==> src/rtl/pixel_stream_serializer_pkg.sv <==
`default_nettype none
// ============================================================================
// Module   : pixel_stream_pkg
// Purpose  : Shared types and helpers for the pixel stream serializer.
// Revision : 1.0 - initial release
// ============================================================================
package pixel_stream_pkg;

    typedef enum logic [1:0] {
        ST_IDLE = 2'd0,
        ST_SEND = 2'd1,
        ST_WAIT = 2'd2,
        ST_GAP  = 2'd3
    } state_t;

    function automatic int calc_beats(input int pixel_w, input int out_w);
        return pixel_w / out_w;
    endfunction

endpackage
`default_nettype wire

==> src/rtl/pixel_stream_serializer_if.sv <==
`default_nettype none
// ============================================================================
// Module   : pixel_stream_if
// Purpose  : Pixel-in / beat-out stream bundle for the serializer.
// Revision : 1.0 - initial release
// ============================================================================
interface pixel_stream_if #(
    parameter int PIXEL_W = 8,
    parameter int OUT_W   = 2
);
    logic               in_valid;
    logic [PIXEL_W-1:0] in_pixel;
    logic               in_ready;
    logic               stall;
    logic               axiov;
    logic [OUT_W-1:0]   axiod;
    logic               axiol;

    modport slave (
        input  in_valid, in_pixel, stall,
        output in_ready, axiov, axiod, axiol
    );

    modport master (
        output in_valid, in_pixel, stall,
        input  in_ready, axiov, axiod, axiol
    );
endinterface
`default_nettype wire

==> src/rtl/pixel_stream_serializer_shifter.sv <==
`default_nettype none
// ============================================================================
// Module   : beat_shifter
// Purpose  : Pixel shift register presenting one OUT_W beat at a time.
// Revision : 1.0 - initial release
// ============================================================================
module beat_shifter #(
    parameter int PIXEL_W = 8,
    parameter int OUT_W   = 2
) (
    input  wire logic               clk,
    input  wire logic               rst,
    input  wire logic               i_load,
    input  wire logic               i_shift,
    input  wire logic               i_lsb_first,
    input  wire logic [PIXEL_W-1:0] i_data,
    output logic      [OUT_W-1:0]   o_slice
);
    localparam int c_beats = PIXEL_W / OUT_W;

    logic [PIXEL_W-1:0] r_sreg;
    logic [PIXEL_W-1:0] w_ordered;

    // LSB-first pixels are stored beat-reversed so the output is always the
    // top slice of a register and only one shift direction is needed.
    generate
        for (genvar g = 0; g < c_beats; g++) begin : g_beat_rev
            assign w_ordered[PIXEL_W-1-g*OUT_W -: OUT_W] = i_lsb_first
                ? i_data[g*OUT_W +: OUT_W]
                : i_data[PIXEL_W-1-g*OUT_W -: OUT_W];
        end
    endgenerate

    always_ff @(posedge clk or posedge rst) begin
        if (rst) begin
            r_sreg <= '0;
        end else if (i_load) begin
            r_sreg <= w_ordered;
        end else if (i_shift) begin
            r_sreg <= r_sreg << OUT_W;
        end
    end

    assign o_slice = r_sreg[PIXEL_W-1 -: OUT_W];
endmodule
`default_nettype wire

==> src/rtl/pixel_stream_serializer.sv <==
`default_nettype none
// ============================================================================
// Module   : pixel_stream_serializer
// Purpose  : Serialises pixels into OUT_W beats, packetised with idle gaps.
// Revision : 1.0 - initial release
// ============================================================================
module pixel_stream_serializer
    import pixel_stream_pkg::*;
#(
    parameter int PIXEL_W       = 8,
    parameter int OUT_W         = 2,
    parameter int PACKET_PIXELS = 160,
    parameter int IMAGE_PIXELS  = 76800,
    parameter int ADDR_W        = 17,
    parameter int GAP_CYCLES    = 48
) (
    input  wire logic              clk,
    input  wire logic              rst,
    input  wire logic              enable,
    input  wire logic              lsb_first,
    pixel_stream_if.slave          bus,
    output logic      [ADDR_W-1:0] pixel_addr,
    output logic                   frame_done,
    output logic                   busy
);
    localparam int c_beats  = calc_beats(PIXEL_W, OUT_W);
    localparam int c_beat_w = (c_beats > 1) ? $clog2(c_beats) : 1;
    localparam int c_pkt_w  = $clog2(PACKET_PIXELS + 1);
    localparam int c_gap_w  = $clog2(GAP_CYCLES + 1);

    localparam logic [c_beat_w-1:0] c_last_beat = c_beat_w'(c_beats - 1);
    localparam logic [c_pkt_w-1:0]  c_last_pix  = c_pkt_w'(PACKET_PIXELS - 1);
    localparam logic [c_gap_w-1:0]  c_gap_load  = c_gap_w'(GAP_CYCLES);
    localparam logic [ADDR_W-1:0]   c_addr_max  = ADDR_W'(IMAGE_PIXELS - 1);

    state_t              r_state, w_state_nxt;
    logic [c_beat_w-1:0] r_beat, w_beat_nxt;
    logic [c_pkt_w-1:0]  r_pkt, w_pkt_nxt;
    logic [c_gap_w-1:0]  r_gap, w_gap_nxt;
    logic                r_mode, w_mode_nxt;
    logic                r_axiov, r_axiol, r_frame_done;
    logic [ADDR_W-1:0]   r_pixel_addr;
    logic                w_load, w_shift, w_xfer, w_accept, w_in_ready;
    logic                w_last_beat, w_last_pix;
    logic [OUT_W-1:0]    w_slice;

    assign w_xfer      = r_axiov && !bus.stall;
    assign w_last_beat = (r_beat == c_last_beat);
    assign w_last_pix  = (r_pkt == c_last_pix);
    assign w_in_ready  = (r_state == ST_IDLE && enable) || (r_state == ST_WAIT) ||
                         (r_state == ST_SEND && w_last_beat && !bus.stall && !w_last_pix);
    assign w_accept    = bus.in_valid && w_in_ready;

    always_ff @(posedge clk or posedge rst) begin
        if (rst) begin
            r_state      <= ST_IDLE;
            r_beat       <= '0;
            r_pkt        <= '0;
            r_gap        <= '0;
            r_mode       <= 1'b0;
            r_axiov      <= 1'b0;
            r_axiol      <= 1'b0;
            r_frame_done <= 1'b0;
            r_pixel_addr <= '0;
        end else begin
            r_state      <= w_state_nxt;
            r_beat       <= w_beat_nxt;
            r_pkt        <= w_pkt_nxt;
            r_gap        <= w_gap_nxt;
            r_mode       <= w_mode_nxt;
            r_axiov      <= (w_state_nxt == ST_SEND);
            r_axiol      <= (w_state_nxt == ST_SEND) && (w_beat_nxt == c_last_beat) &&
                            (w_pkt_nxt == c_last_pix);
            r_frame_done <= w_accept && (r_pixel_addr == c_addr_max);
            if (w_accept) begin
                r_pixel_addr <= (r_pixel_addr == c_addr_max) ? '0 : r_pixel_addr + 1'b1;
            end
        end
    end

    always_comb begin
        w_state_nxt = r_state;
        w_beat_nxt  = r_beat;
        w_pkt_nxt   = r_pkt;
        w_gap_nxt   = r_gap;
        w_mode_nxt  = r_mode;
        w_load      = 1'b0;
        w_shift     = 1'b0;
        case (r_state)
            ST_IDLE: begin
                if (w_accept) begin
                    w_state_nxt = ST_SEND;
                    w_beat_nxt  = '0;
                    w_pkt_nxt   = '0;
                    w_mode_nxt  = lsb_first;
                    w_load      = 1'b1;
                end
            end
            ST_SEND: begin
                if (w_xfer) begin
                    if (!w_last_beat) begin
                        w_shift    = 1'b1;
                        w_beat_nxt = r_beat + 1'b1;
                    end else if (w_last_pix) begin
                        w_state_nxt = ST_GAP;
                        w_gap_nxt   = c_gap_load;
                    end else if (w_accept) begin
                        w_load     = 1'b1;
                        w_beat_nxt = '0;
                        w_pkt_nxt  = r_pkt + 1'b1;
                    end else begin
                        w_state_nxt = ST_WAIT;
                    end
                end
            end
            ST_WAIT: begin
                if (w_accept) begin
                    w_state_nxt = ST_SEND;
                    w_load      = 1'b1;
                    w_beat_nxt  = '0;
                    w_pkt_nxt   = r_pkt + 1'b1;
                end
            end
            ST_GAP: begin
                w_gap_nxt = r_gap - 1'b1;
                if (r_gap == c_gap_w'(1)) begin
                    w_state_nxt = ST_IDLE;
                end
            end
            default: w_state_nxt = ST_IDLE;
        endcase
    end

    beat_shifter #(
        .PIXEL_W (PIXEL_W),
        .OUT_W   (OUT_W)
    ) u_shifter (
        .clk         (clk),
        .rst         (rst),
        .i_load      (w_load),
        .i_shift     (w_shift),
        .i_lsb_first (w_mode_nxt),
        .i_data      (bus.in_pixel),
        .o_slice     (w_slice)
    );

    assign bus.in_ready = w_in_ready && !rst;
    assign bus.axiov    = r_axiov;
    assign bus.axiod    = w_slice;
    assign bus.axiol    = r_axiol;
    assign pixel_addr   = r_pixel_addr;
    assign frame_done   = r_frame_done;
    assign busy         = (r_state != ST_IDLE);
endmodule
`default_nettype wire

==> src/flat_wrapper.sv <==
// flat-port wrapper written by rule: the top's interface ports become plain ports
module pixel_stream_serializer_flat import pixel_stream_pkg::*;
#(
    parameter int PIXEL_W       = 8,
    parameter int OUT_W         = 2,
    parameter int PACKET_PIXELS = 160,
    parameter int IMAGE_PIXELS  = 76800,
    parameter int ADDR_W        = 17,
    parameter int GAP_CYCLES    = 48
)
  (clk, rst, enable, lsb_first, pixel_addr, frame_done, busy, bus_in_valid, bus_in_pixel, bus_stall, bus_in_ready, bus_axiov, bus_axiod, bus_axiol);
  pixel_stream_if #(.PIXEL_W(PIXEL_W), .OUT_W(OUT_W)) bus_i ();
  input  wire logic clk;
  input  wire logic rst;
  input  wire logic enable;
  input  wire logic lsb_first;
  output logic      [ADDR_W-1:0] pixel_addr;
  output logic frame_done;
  output logic busy;
  input wire logic [$bits(bus_i.in_valid)-1:0] bus_in_valid;
  input wire logic [$bits(bus_i.in_pixel)-1:0] bus_in_pixel;
  input wire logic [$bits(bus_i.stall)-1:0] bus_stall;
  output wire logic [$bits(bus_i.in_ready)-1:0] bus_in_ready;
  output wire logic [$bits(bus_i.axiov)-1:0] bus_axiov;
  output wire logic [$bits(bus_i.axiod)-1:0] bus_axiod;
  output wire logic [$bits(bus_i.axiol)-1:0] bus_axiol;
  assign bus_i.in_valid = bus_in_valid;
  assign bus_i.in_pixel = bus_in_pixel;
  assign bus_i.stall = bus_stall;
  assign bus_in_ready = bus_i.in_ready;
  assign bus_axiov = bus_i.axiov;
  assign bus_axiod = bus_i.axiod;
  assign bus_axiol = bus_i.axiol;
  pixel_stream_serializer #(.PIXEL_W(PIXEL_W), .OUT_W(OUT_W), .PACKET_PIXELS(PACKET_PIXELS), .IMAGE_PIXELS(IMAGE_PIXELS), .ADDR_W(ADDR_W), .GAP_CYCLES(GAP_CYCLES)) u_core (.clk(clk), .rst(rst), .enable(enable), .lsb_first(lsb_first), .bus(bus_i), .pixel_addr(pixel_addr), .frame_done(frame_done), .busy(busy));
endmodule
==> config.mk <==
export PLATFORM = sky130hd
export DESIGN_NAME = pixel_stream_serializer_flat
export DESIGN_NICKNAME = d
export VERILOG_FILES = /design/src/rtl/pixel_stream_serializer_pkg.sv /design/src/rtl/pixel_stream_serializer_if.sv /design/src/rtl/pixel_stream_serializer_shifter.sv /design/src/rtl/pixel_stream_serializer.sv /design/src/flat_wrapper.sv
export SDC_FILE = /design/constraint.sdc
export NUM_CORES = 1
export LEC_CHECK = 0
export ABC_AREA = 1
export BUFFER_PORTS_ARGS = -buffer_cell sky130_fd_sc_hd__buf_2
export CAP_MARGIN = 5
export CORE_MARGIN = 2
export CORE_UTILIZATION = 55
export DETAILED_ROUTE_END_ITERATION = 12
export PLACE_DENSITY_LB_ADDON = 0.3
export REMOVE_ABC_BUFFERS = 1
export SYNTH_ARGS = -nofsm -noshare
export SYNTH_HDL_FRONTEND = slang
export SYNTH_HIERARCHICAL = 1
export SYNTH_SLANG_ARGS = --single-unit
==> constraint.sdc <==
create_clock -name clk -period 3.8 [get_ports clk]
set_input_delay 0.38 -clock clk [delete_from_list [all_inputs] [get_ports clk]]
set_output_delay 0.38 -clock clk [all_outputs]
set_load 0.02 [all_outputs]
Word level (Yosys, flattened, before mapping)

Cells that the tools add are included.
Widths: inputs -> output; s select.

Flip-flop bits (word level): 47
Output and inout bits: 24

$add $sub $neg: 4
Eq/ne operators: 13
Multiplexer cells: 39
Reductions and logical operators: 21

Operator list:

| kind                  | count |
|---|---|
| $mux 8                | 7 |
| $mux 2                | 14 |
| $pmux 8 s3            | 1 |
| $mux 6                | 3 |
| $add 17x1->17 const B | 1 |
| $eq 17x17->1 const B  | 1 |
| $mux 17               | 1 |
| $eq 8x8->1 const B    | 2 |
| $pmux 6 s2            | 1 |
| $logic_and 1x1->1     | 10 |
| $mux 1                | 9 |
| $add 8x1->8 const B   | 1 |
| $eq 2x2->1 const B    | 4 |
| $eq 6x1->1 const B    | 1 |
| $ne 2x1->1 const B    | 3 |
| $pmux 2 s3            | 1 |
| $reduce_bool 2->1     | 3 |
| $sub 6x1->6 const B   | 1 |
| $eq 2x1->1 const B    | 2 |
| $pmux 2 s2            | 1 |
| $reduce_and 4->1      | 1 |
| $logic_not 1->1       | 3 |
| $add 2x1->2 const B   | 1 |
| $logic_not 2->1       | 1 |
| 3 further kinds       | 4 |

Longest topological paths before layout

Depth after elaboration: 14
Gate-level depth with buffers: 17

Modules after synthesis

Netlist, hierarchy kept.

Modules (own cells, without submodules):

| module                  | instances | cells each | area each (sq um) | sequential area each (sq um) |
|---|---|---|---|---|
| pixel_stream_serializer | 1         | 335        | 2553.7            | 975.9 |
| beat_shifter            | 1         | 69         | 496.7             | 200.2 |

Worst setup path before layout

OpenSTA, ideal clock, no wires.

Path kind: reg2reg
Start: register u_core.r_pkt[0]
End: register u_core.r_axiol, in the netlist u_core/bus.axiol
Setup time: 0.116 ns
Arrival: 1.965 ns
Setup slack: 1.719 ns
Stages on the path, launching flop included: 17
Buffers on the path: 1
Cells stage by stage: dfrtp_1 > ha_1 > nand2_1 > nor2_4 > nand2_4 > nand2_8 > nand2_8 > nand2_4 > buf_12 > ha_1 > inv_1 > a22oi_1 > o21ai_0 > nand3_1 > nor2_1 > nand2_1 > nor2_2

Elaborated cells on any way between the ends: 28
Those cells by class: 1 x add/sub; 4 x eq/ne; 17 x mux; 6 x reduce/logical

RTL lines:

| item                                                | RTL line                      | text |
|---|---|---|
| start, declared                                     | pixel_stream_serializer.sv:38 | `logic [c_pkt_w-1:0] r_pkt, w_pkt_nxt;` |
| start signal, assigned                              | pixel_stream_serializer.sv:68 | `r_pkt <= w_pkt_nxt;` |
| branches (longest 9 deep; another with $add 8x1->8) | -                             |  |
| $pmux 8 s3 *                                        | pixel_stream_serializer.sv:89 | `case (r_state)` |
| net u_core.w_pkt_nxt[0]                             | pixel_stream_serializer.sv:38 |  |
| $eq 8x8->1 *                                        | pixel_stream_serializer.sv:73 | `(w_pkt_nxt == c_last_pix);` |
| $logic_and 1x1->1 *                                 | pixel_stream_serializer.sv:72 | `r_axiol <= (w_state_nxt == ST_SEND) && (w_beat_nxt == c_last_beat) &&` |
| end signal, assigned                                | pixel_stream_serializer.sv:72 |  |
| end, declared                                       | pixel_stream_serializer.sv:41 | `logic r_axiov, r_axiol, r_frame_done;` |

Mark *: on every way through the listed nets, which the timed path passes.
A chain may end at the register's enable or synchronous reset.

Final worst setup path

Start: register u_core.r_pkt[1]
End: register u_core.r_pixel_addr[11], in the netlist u_core/pixel_addr[11]

Word-level cells in the longest chain between the ends: 5

Ends and longest elaborated chain:

| item                 | RTL line                      | text |
|---|---|---|
| $eq 8x8->1           | pixel_stream_serializer.sv:49 | `assign w_last_pix = (r_pkt == c_last_pix);` |
| $logic_not 1->1      | pixel_stream_serializer.sv:51 | `(r_state == ST_SEND && w_last_beat && !bus.stall && !w_last_pix);` |
| $logic_and 1x1->1    | pixel_stream_serializer.sv:51 |  |
| $logic_or 1x1->1     | pixel_stream_serializer.sv:50 | `assign w_in_ready = (r_state == ST_IDLE && enable) \|\| (r_state == ST_WAIT) \|\|` |
| $logic_and 1x1->1    | pixel_stream_serializer.sv:52 | `assign w_accept = bus.in_valid && w_in_ready;` |
| end signal, assigned | pixel_stream_serializer.sv:76 | `r_pixel_addr <= (r_pixel_addr == c_addr_max) ? '0 : r_pixel_addr + 1'b1;` |
| end, declared        | pixel_stream_serializer.sv:42 | `logic [ADDR_W-1:0] r_pixel_addr;` |

Every way passes these cells.

==> flow_summary.ini <==
[sta]
setup_viol = 0
rsz0062_at_grt = no
worst_slew_pin_slew_ns = 0.5926
slew_headroom_pct = 60.15
fmax_mhz = 424.3
setup_ws_ns = 1.443
skew_ns = 0.006434
final.setup.tns_ns = 0
hold_violations = 0
drv_slew = 0
period_minus_slack_ns = 2.357
period_share_pct = 62.02

[setup_path]
crit_slowest_cell = dfrtp_1
r2r_end = u_core/pixel_addr[11]
cp_top_family = simple AND/OR/NAND/NOR gates
start_kind = flip-flop
required_ns = 3.99
slowest_delay_ns = 0.42
path_class = reg2reg
end_kind = flip-flop
r2r_cells = 12
crit_arrival_ns = 2.55
path_cells = ha_1, nand2_1, nor2_4, nand2_4, nand2_8, a21oi_4, nand3_1, nor2_2, nand3_1, nor2_1, a21oi_1, o21a_1
critical_path.max_fanout = 14
crit_top_cell = nand3_1
path_buf_inv = 0
r2r_slack_ns = 1.44
rr_startpoint = u_core/r_pkt[1]
critPathLaunch = u_core/r_pkt[1]

[floorplan]
pin_count = 38
start_util_pct = 56.08
die_area_mm2 = 0.006158
row_count = 27
dieHeight_um = 78.48
core_mm2 = 0.005439
die_x_um = 78.48

[route]
drtIter0Drc = 297
vias = 2743
final_antenna_net_count = 0
drc = 0
dr.pass1.iters = 6
viasPerCell = 5.337
wl_per_cell_um = 13.28
wl_um = 6825

[yosys]
syn_area_mm2 = 0.003050
synth.avg_cell_area_um2 = 7.551
synth_common_cells = nand2_1 (90), inv_1 (63), dfrtp_1 (47)
synth_ff_type = dfrtp_1
synth_most_common_cell = nand2_1
yosysTopAreaCellShare_pct = 38.56
synth_edf_count = 0
synth.distinct_cells = 44
synthArstFlopShare_pct = 100.0
synth_top_area_cell = dfrtp_1
yosysSeqAreaShare_pct = 38.56
synthCells = 404
ys_top_cells_by_area = dfrtp_1 (39%), nand2_1 (11%), inv_1 (7.8%)
synth-seq-cells = 47
yosys_warnings = 6

[status]
status = completed

[clock_network]
insertion_delay_ns = 0.29
clk_pin_slew_ns = 0.08
post-cts-setup-buffer-count = 0
holdBufCountCts = 0
cts-resized-gates = 0
clockRootBuffer = clkbuf_8
cts_made_buffers = 5
clockBufferDepth = 2
cts_tree = done
htree_levels = 2
cts.sinks = 47

[layout]
layout.nets = 461
finalInstanceArea_mm2 = 0.003341
antennaDiodeCount = 0
layout-drive-gt1-share_pct = 16.06
post-route-util_pct = 61.42
area_growth_pct = 9.516

[run]
cap_violations = 0

[power_and_ir_drop]
pwr_density_cell_mw_per_mm2 = 599.1
leakagePower_nw = 1.732
power_mw = 2.001
ir_drop_mv = 0.4654

[placement]
dpl_cell_area_mm2 = 0.003259
globalplace.congestion = 0.9667
place_ws_ns = 1.466
port_buffers = 37
place_hpwl_um = 5252

[global_route]
grt_pass1_wl_um = 11500
grt_overflow = 0
grt_pass1_vias = 2494
antenna_found_initial = 0
gr-usage-all-layers_pct = 23.59
grt_max_degree = 32

[worst_hold_path]
worstHoldPathType = in2async
==> final cells by class <==
class / count / area (um^2)
clock buffers: 7 / 76.32
clock inverters: 1 / 5.005
fillers: 506 / 2098
inverters: 70 / 270.3
multi-input cells: 279 / 1530
flip-flops and latches: 47 / 1176
well taps: 72 / 90.09
repair buffers: 38 / 192.7
==> sequential cells by signal, summed over array words and instances (netlist names), 2 cells and up <==
signal / cells
u_core/r_pkt: 8
u_core/r_gap: 6
u_core/r_beat: 2
u_core/pixel_addr: 17
u_core/r_state: 2
u_core/u_shifter/r_sreg: 8
==> stage by stage <==
stage          hold WS, ns  instances
6_report           0.04092        514
3_5_place_dp        0.3789        506
4_1_cts            0.05304        514
3_3_place_gp        0.3786        506
2_1_floorplan       0.1957        396
5_1_grt            0.07003        514
==> layer usage <==
| metal | global-route usage, % | wire, um | vias to the layer above |
|---|---|---|---|
| li1 | - | - | 1382 |
| met1 | 32.11 | 3161 | 1258 |
| met2 | 39.74 | 3240 | 93 |
| met3 | 3.448 | 330 | 10 |
| met4 | 5.965 | 93 | 0 |
| met5 | 0 | 0 | - |
==> worst register-to-register path: cells and delay by family, from the launching register on <==
kind / cells / cell delay [ns]
flops: 1 / 0.42
simple gates: 8 / 1.08
compound gates: 3 / 0.55
fa+ha+maj: 1 / 0.21
==> where the power goes <==
group,switching (mW),internal [mW]
Sequential,0.136,0.653
Combinational,0.616,0.311
Clock,0.156,0.129
==> how the worst max path moves through the flow <==
stage,to,cells after the start
after floorplan,u_core/bus.axiol,15
after global routing,u_core/pixel_addr[11],12
final,u_core/pixel_addr[11],12
after global placement,u_core/pixel_addr[11],12
after CTS,u_core/pixel_addr[11],12
after detailed placement,u_core/pixel_addr[11],12
==> logic make-up after synthesis <==
logic type	synth area share, %
and+or+nand+nor	33.10
buffers and inverters	11.28
AOI/OAI and AO/OA	11.65
DFF	38.56
xor gates and xnor gates	2.297
adders and majority gates	2.461
muxes	0.6563
==> placed cells by master, fill, tap and decap left out, types with 4 or more instances in the layout <==
cell type  count
a21oi_1       17
buf_2         37
clkbuf_8       5
dfrtp_1       47
ha_1           6
inv_1         63
inv_2          5
nand2_1       90
nand2_4        5
nand3_1       37
nand4_1       10
nor2_1        33
nor2_2         4
nor3_1        10
nor4_1         4
o21ai_0       17
o21ai_1       10
xor2_1         6
(Power assumes the default switching activity.)
